<file path="config.mk">
export PLATFORM = sky130hd
export DESIGN_NAME = pix_ram_arbiter
export DESIGN_NICKNAME = d
export VERILOG_FILES = /design/src/rtl/pix_ram_arbiter.sv
export SDC_FILE = /design/constraint.sdc
export NUM_CORES = 1
export LEC_CHECK = 0
export ABC_CLOCK_PERIOD_IN_PS = 13200
export BUFFER_PORTS_ARGS = -buffer_cell sky130_fd_sc_hd__buf_2
export CORE_MARGIN = 3
export CORE_UTILIZATION = 60
export CTS_CLUSTER_DIAMETER = 80
export CTS_CLUSTER_SIZE = 12
export DETAILED_ROUTE_END_ITERATION = 7
export GPL_TIMING_DRIVEN = 0
export PLACE_DENSITY = 0.82
export SYNTH_ARGS = -nofsm -noshare
export SYNTH_HDL_FRONTEND = slang
export SYNTH_SLANG_ARGS = --single-unit
export TNS_END_PERCENT = 5
</file>
<file path="constraint.sdc">
create_clock -name clk -period 13.2 [get_ports clk]
set_clock_uncertainty 0.1 [all_clocks]
set_input_delay 2.64 -clock clk [delete_from_list [all_inputs] [get_ports clk]]
set_output_delay 2.64 -clock clk [all_outputs]
set_load 0.01 [all_outputs]
</file>
<file path="src/rtl/pix_ram_arbiter.sv">
// pix_ram_arbiter
// Shares one read-only image RAM among NREQ pixel-scan engines. Each cycle a
// round-robin arbiter grants one (x,y) read request and turns it into a
// linear RAM address. The RAM data comes back one clock later and is routed
// to the granted requester together with a one-hot valid strobe.
// A request with coordinates outside the image is still granted, but it
// returns black (0) with roob set, and ram_q is ignored for it.
module pix_ram_arbiter #(
  parameter int NREQ  = 3,
  parameter int XW    = 6,
  parameter int YW    = 6,
  parameter int XRES  = 60,
  parameter int YRES  = 60,
  parameter int ADDRW = 12,
  parameter int COLW  = 3
) (
  input  logic                 clk,
  input  logic                 resetn,
  input  logic [NREQ-1:0]      req,
  input  logic [NREQ*XW-1:0]   req_x,
  input  logic [NREQ*YW-1:0]   req_y,
  input  logic                 stall,
  output logic [NREQ-1:0]      gnt,
  output logic [NREQ-1:0]      rvalid,
  output logic [COLW-1:0]      rdata,
  output logic                 roob,
  output logic [ADDRW-1:0]     ram_addr,
  input  logic [COLW-1:0]      ram_q
);

  // Pointer width is wide enough to name every requester (NREQ is 2..4).
  localparam int PW = (NREQ > 2) ? 2 : 1;

  logic [PW-1:0]    ptr_q, ptr_d;
  logic [NREQ-1:0]  rvalid_q, rvalid_d;
  logic             oob_q, oob_d;
  logic [NREQ-1:0]  gnt_s;
  logic             found_s;
  int               idx_s;
  logic [XW-1:0]    sel_x_s;
  logic [YW-1:0]    sel_y_s;
  logic [ADDRW-1:0] addr_s;

  // Round-robin search from ptr upward; selects the winner's coordinates.
  always_comb begin
    gnt_s   = '0;
    found_s = 1'b0;
    idx_s   = 0;
    sel_x_s = '0;
    sel_y_s = '0;
    ptr_d   = ptr_q;
    if (resetn && !stall) begin
      for (int k = 0; k < NREQ; k++) begin
        idx_s = int'(ptr_q) + k;
        if (idx_s >= NREQ) begin
          idx_s = idx_s - NREQ;
        end else begin
          idx_s = idx_s;
        end
        if (!found_s && req[idx_s]) begin
          found_s       = 1'b1;
          gnt_s[idx_s]  = 1'b1;
          sel_x_s       = req_x[idx_s*XW +: XW];
          sel_y_s       = req_y[idx_s*YW +: YW];
          if (idx_s == NREQ - 1) begin
            ptr_d = '0;
          end else begin
            ptr_d = PW'(idx_s + 1);
          end
        end else begin
          found_s = found_s;
        end
      end
    end else begin
      gnt_s = '0;
    end
  end

  // Linear address of the granted pixel and its out-of-bounds flag.
  always_comb begin
    addr_s = '0;
    oob_d  = 1'b0;
    if (found_s) begin
      addr_s = ADDRW'(sel_y_s) * ADDRW'(XRES) + ADDRW'(sel_x_s);
      oob_d  = (int'(sel_x_s) >= XRES) || (int'(sel_y_s) >= YRES);
    end else begin
      addr_s = '0;
      oob_d  = 1'b0;
    end
  end

  // The response valid is simply the grant delayed by the RAM latency.
  always_comb begin
    rvalid_d = gnt_s;
  end

  // Pointer and pending-response registers with synchronous reset.
  always_ff @(posedge clk) begin
    if (!resetn) begin
      ptr_q    <= '0;
      rvalid_q <= '0;
      oob_q    <= 1'b0;
    end else begin
      ptr_q    <= ptr_d;
      rvalid_q <= rvalid_d;
      oob_q    <= oob_d;
    end
  end

  // Drive the outputs. A pending response is masked while resetn is low, so
  // a read accepted just before reset never shows up as a valid.
  always_comb begin
    gnt      = gnt_s;
    ram_addr = addr_s;
    rvalid   = rvalid_q & {NREQ{resetn}};
    roob     = oob_q & resetn;
    if (resetn && (|rvalid_q) && !oob_q) begin
      rdata = ram_q;
    end else begin
      rdata = '0;
    end
  end

endmodule

</file>
; ---- Word level (Yosys, flattened, before mapping)
; Cells that the tools add are included.
[op_classes]
addsub = 9
n_mul = 4
n_lt_le_gt_ge = 11
eq_ne = 3
n_shift = 6
n_mux = 49
bitwise_logic = 4
reduce_logical = 17
[op_table]
columns = cell, count
row1 = $mux W32, 6
row2 = $shiftx A18 B32 Y6, 6
row3 = $eq A32 B3 Y1 const B, 3
row4 = $ge A32 B1 Y1 const B, 3
row5 = $lt A32 B4 Y1 const B, 3
row6 = $mul A32 B3 Y31 const B, 3
row7 = $mux W6, 8
row8 = $mux W3, 7
row9 = $mux W1, 15
row10 = $add A12 B6 Y12, 1
row11 = $ge A6 B6 Y1 const B, 2
row12 = $mux W12, 1
row13 = $mux W2, 6
row14 = $mul A6 B4 Y10 const B, 1
row15 = $logic_and A1 B1 Y1, 8
row16 = $sub A3 B2 Y4 const B, 2
row17 = $add A2 B2 Y2 const B, 3
row18 = $bmux W1 S2, 3
row19 = $demux W1 S2, 3
row20 = $ge A3 B2 Y1 const B, 2
row21 = $or A3 B3 Y3, 2
row22 = $logic_not A1 Y1, 4
row23 = $reduce_and A2 Y1, 2
row24 = $add A2 B1 Y3 const B, 1
row25 = 8 further kinds, 8
[totals]
ff_bits = 6
out_inout_bits = 22
elab_cells = 106

; ---- Logic depth before layout (Yosys ltp)
[logic_depth]
depth_word = 19
ltp_mapped = 28
ltp_nobuf = 24

; ---- Least setup slack after synthesis
; OpenSTA, ideal clock, no wires.
[synth_path]
path_type = input-to-output
from = in req[1]
to = out ram_addr[11]
t_arrival_ns = 7.138
required_time_ns = 10.460
path_slack_ns = 3.322
stages = 20
n_path_buf = 1
path_cell_list = buf_6 -> or4b_4 -> a21oi_4 -> nor2_2 -> or3_4 -> o21ai_0 -> o21ai_0 -> inv_1 -> fa_1 -> inv_1 -> fa_1 -> inv_1 -> ha_1 -> nor2b_1 -> o31a_1 -> a21oi_1 -> o2111ai_1 -> nor4bb_1 -> xnor3_1 -> and2_1
[synth_between]
elab_chain_cells = 16
elab_cells_between_ends = 30
[synth_lines]
columns = element, line_no
row1 = from (decl), 19  ; input logic [NREQ-1:0] req,
row2 = $bmux W1 S2, 60  ; if (!found_s && req[idx_s]) begin
row3 = $mux W1 (not written as such) (2 in a row), 60
row4 = $mux W1, 60
row5 = $mux W1, 52  ; if (resetn && !stall) begin
row6 = $logic_not A1 Y1, 60
row7 = $logic_and A1 B1 Y1, 60
row8 = $mux W1, 60
row9 = $mux W1, 52
row10 = $logic_not A1 Y1, 60
row11 = $logic_and A1 B1 Y1, 60
row12 = $mux W6, 60
row13 = $mux W6, 52
row14 = $mul A6 B4 Y10, 84  ; addr_s = ADDRW'(sel_y_s) * ADDRW'(XRES) + ADDRW'(sel_x_s);
row15 = $add A12 B6 Y12, 84
row16 = $mux W12 (*), 83  ; if (found_s) begin
row17 = to (decl), 27  ; output logic [ADDRW-1:0] ram_addr,
; Mark *: on every way between the ends. The rest lies on a longest branch, timed or not. The select of a mux whose other input is x is not followed.

; ---- Final worst setup path
[layout_path]
from = reg ptr_q[1]
to = out ram_addr[11]
[layout_between]
elab_chain_cells = 19
elab_cells_between_ends = 53
[layout_lines]
columns = element, line_no
row1 = from (decl), 34  ; logic [PW-1:0] ptr_q, ptr_d;
row2 = from (signal assigned), 104  ; ptr_q <= ptr_d;
row3 = "parallel branches: the longest is 18 deep, another holds $mul A32 B3 Y31", -
row4 = $mux W12 (*), 83
; Mark *: on every way between the ends. The select of a mux whose other input is x is not followed.

==> flow_summary.json <==
{
  "hold_end": "ptr_q[0]$_SDFFE_PN0P_",
  "ys.warnings.count": 0,
  "hold_depth": 1,
  "drc": 0,
  "tns_ns": 0,
  "status": "finished, final reports clean",
  "nNetsFinal": 644,
  "grt-ovfl-total": 0,
  "ys_ff_latch": 6,
  "final_common_cell": "buf_2",
  "path_max_fanout": 10,
  "max_cap_violations": 0,
  "hold_viol_final": 0,
  "synth_nets": 574,
  "fp.dieH_um": 88.4,
  "final_util": 0.702,
  "drv_slew": 0,
  "ctsRootBufferMaster": "clkbuf_8",
  "fmax_mhz": 90.0,
  "crit_path_start_kind": "register",
  "ff_latch_area_um2": 120,
  "hold-worst-slack_ns": 0.546,
  "grt_pass1_vias": 4295,
  "place_area_mm2": 0.00450,
  "vias": 4634,
  "dpl.cell_count": 632,
  "multi_input_area_mm2": 0.00364,
  "grt.total_usage": 0.398,
  "min_path_type": "reg -> reg",
  "timing.rr.end": "oob_q$_SDFF_PN0_",
  "period_needed_ns": 11.11,
  "grt_pass1_wl_mm": 23.6,
  "end_kind": "output pin",
  "layout_common_cells": "buf_2 (79), mux2i_1 (44), nor2_1 (42)",
  "port_buffers": 65,
  "p_per_area_mw_per_mm2": 120,
  "drive_above_1_share": 0.276,
  "post-route-period-util": 0.842,
  "hp-start": "ptr_q[0]$_SDFFE_PN0P_",
  "cts_made_buffers": 3,
  "cp.depth": 27,
  "synth_cell_types": 70,
  "cts_resized": 0,
  "n_antenna_cell": 0,
  "synth_seq_area_share": 0.0295,
  "maxSlewHeadroom": 0.349,
  "synthFlopType": "dfxtp_1",
  "initial_core_util": 0.631,
  "vias_per_cell": 7.30,
  "instances_no_fill": 635,
  "final_area_mm2": 0.00454,
  "power.leakage_nw": 1.96,
  "row_count": 29,
  "routed_wl_mm": 15.3,
  "post_cts_buffers": 0,
  "slowest_stage": "nor3b_1",
  "r2r_slack_ns": 7.68,
  "clkTransAtPathRegs_ns": 0.04,
  "ctsLongestPathBuffers": 2,
  "die_x_um": 88.4,
  "dp_hpwl_mm": 11.5,
  "cts_sinks": 6,
  "drtAntennaViolNets": 0,
  "holdBufCountCts": 0,
  "cpPeakStageDelay_ns": 0.84,
  "tightest_slew_ns": 0.975,
  "post_synth.cell_area_avg_um2": 8.31,
  "synth-async-reset-ratio": 0,
  "crit_buf_inv": 9,
  "grt_setup_unrepaired": "no",
  "syn_area_mm2": 0.00407,
  "crit_arrival_ns": 8.37,
  "h-tree-depth": 1,
  "fill_cells": 553,
  "fp.dieArea_mm2": 0.00781,
  "critical_path_class": "reg -> out",
  "crit_family": "adder cells",
  "avgRoutedWirePerCell_um": 24.1,
  "num_io_pins": 67,
  "synthCells": 490,
  "drtPass1Iterations": 6,
  "synth_edf_count": 0,
  "antenna_found_initial": 0,
  "design.core.area_mm2": 0.00646,
  "worstReg2RegStart": "ptr_q[1]$_SDFFE_PN0P_",
  "final-setup-viol-count": 0,
  "clk_latency_ns": 0.23,
  "grt_max_degree": 11,
  "peakVddDrop_mv": 0.160,
  "finalWeightedCongestion": 1.02,
  "required_ns": 10.46,
  "cts_tree": "built",
  "worstRegToRegCells": 18,
  "drtIter0Drc": 663,
  "synthToLayoutAreaGrowth_pct": 11.4
}
[worst max-delay path by stage]
stage / end / from / slack [ns]
floorplan: ram_addr[11] / req[1] / 3.32
global placement: ram_addr[11] / req[0] / 2.64
detailed placement: ram_addr[11] / req[0] / 2.52
CTS: ram_addr[11] / ptr_q[1]$_SDFFE_PN0P_ / 2.36
global route: ram_addr[11] / ptr_q[1]$_SDFFE_PN0P_ / 1.83
finish: ram_addr[11] / ptr_q[1]$_SDFFE_PN0P_ / 2.09
[power by group]
group	internal, mW	switching, mW
clock	0.0197	0.00939
sequential	0.0204	0.00278
combinational	0.202	0.291
total	0.242	0.303
[final cells by class]
| class | count | area share |
|---|---|---|
| Buffer | 39 | 0.0477 |
| Sequential cell | 6 | 0.0265 |
| Clock buffer | 3 | 0.00910 |
| Tap cell | 77 | 0.0212 |
| Multi-Input combinational cell | 418 | 0.801 |
| Timing Repair Buffer | 65 | 0.0717 |
| Inverter | 27 | 0.0223 |
[Yosys cell counts, drive strengths merged (9+ instances only)]
cell,instances,area (um2)
clkbuf,10,37.5
nand2,28,105
a211oi,9,72.6
fa,12,240
nand3,9,45.0
and2,12,75.1
nor2b,14,87.6
inv,27,101
nor2,43,164
mux2i,44,440
mux2,20,225
o21ai,26,134
a21oi,31,166
buf,29,179
nor3,11,55.1
mux4,28,631
ha,27,338
[metal layers]
metal,vias to the layer above,share of wire,global-route usage
met5,-,0,0
met1,2168,0.40,0.574
met4,0,0.048,0.176
li1,1990,-,-
met2,405,0.43,0.570
met3,71,0.13,0.0838
[worst register-to-register path: cells and delay by family, from the launching register on]
| family | cells | cell delay (ns) |
|---|---|---|
| fa+ha+maj | 3 | 0.95 |
| simple gates | 3 | 0.68 |
| buf+inv | 7 | 2.31 |
| compound gates | 5 | 1.04 |
| flops | 1 | 0.38 |
[logic make-up after synthesis]
group | after synthesis | share of synthesized area
AOI/OAI and AO/OA | 130 | 0.217
xor gates and xnor gates | 9 | 0.0227
adders and majority gates | 40 | 0.144
buffers and inverters | 66 | 0.0780
DFF | 6 | 0.0295
muxes | 92 | 0.318
other | 1 | 0.000920
and+or+nand+nor | 146 | 0.189
[flip-flops by register name (all words and copies together) (netlist names)]
signal / count
oob_q: 1
ptr_q: 2
rvalid_q: 3
[stage by stage]
stage | worst slack (ns) | power [mW]
2_1_floorplan | 3.32 | 0.373
3_5_place_dp | 2.52 | 0.495
3_3_place_gp | 2.64 | 0.486
5_1_grt | 1.83 | 0.578
6_report | 2.09 | 0.544
4_1_cts | 2.36 | 0.528
Power figures use the tool's default switching activity.
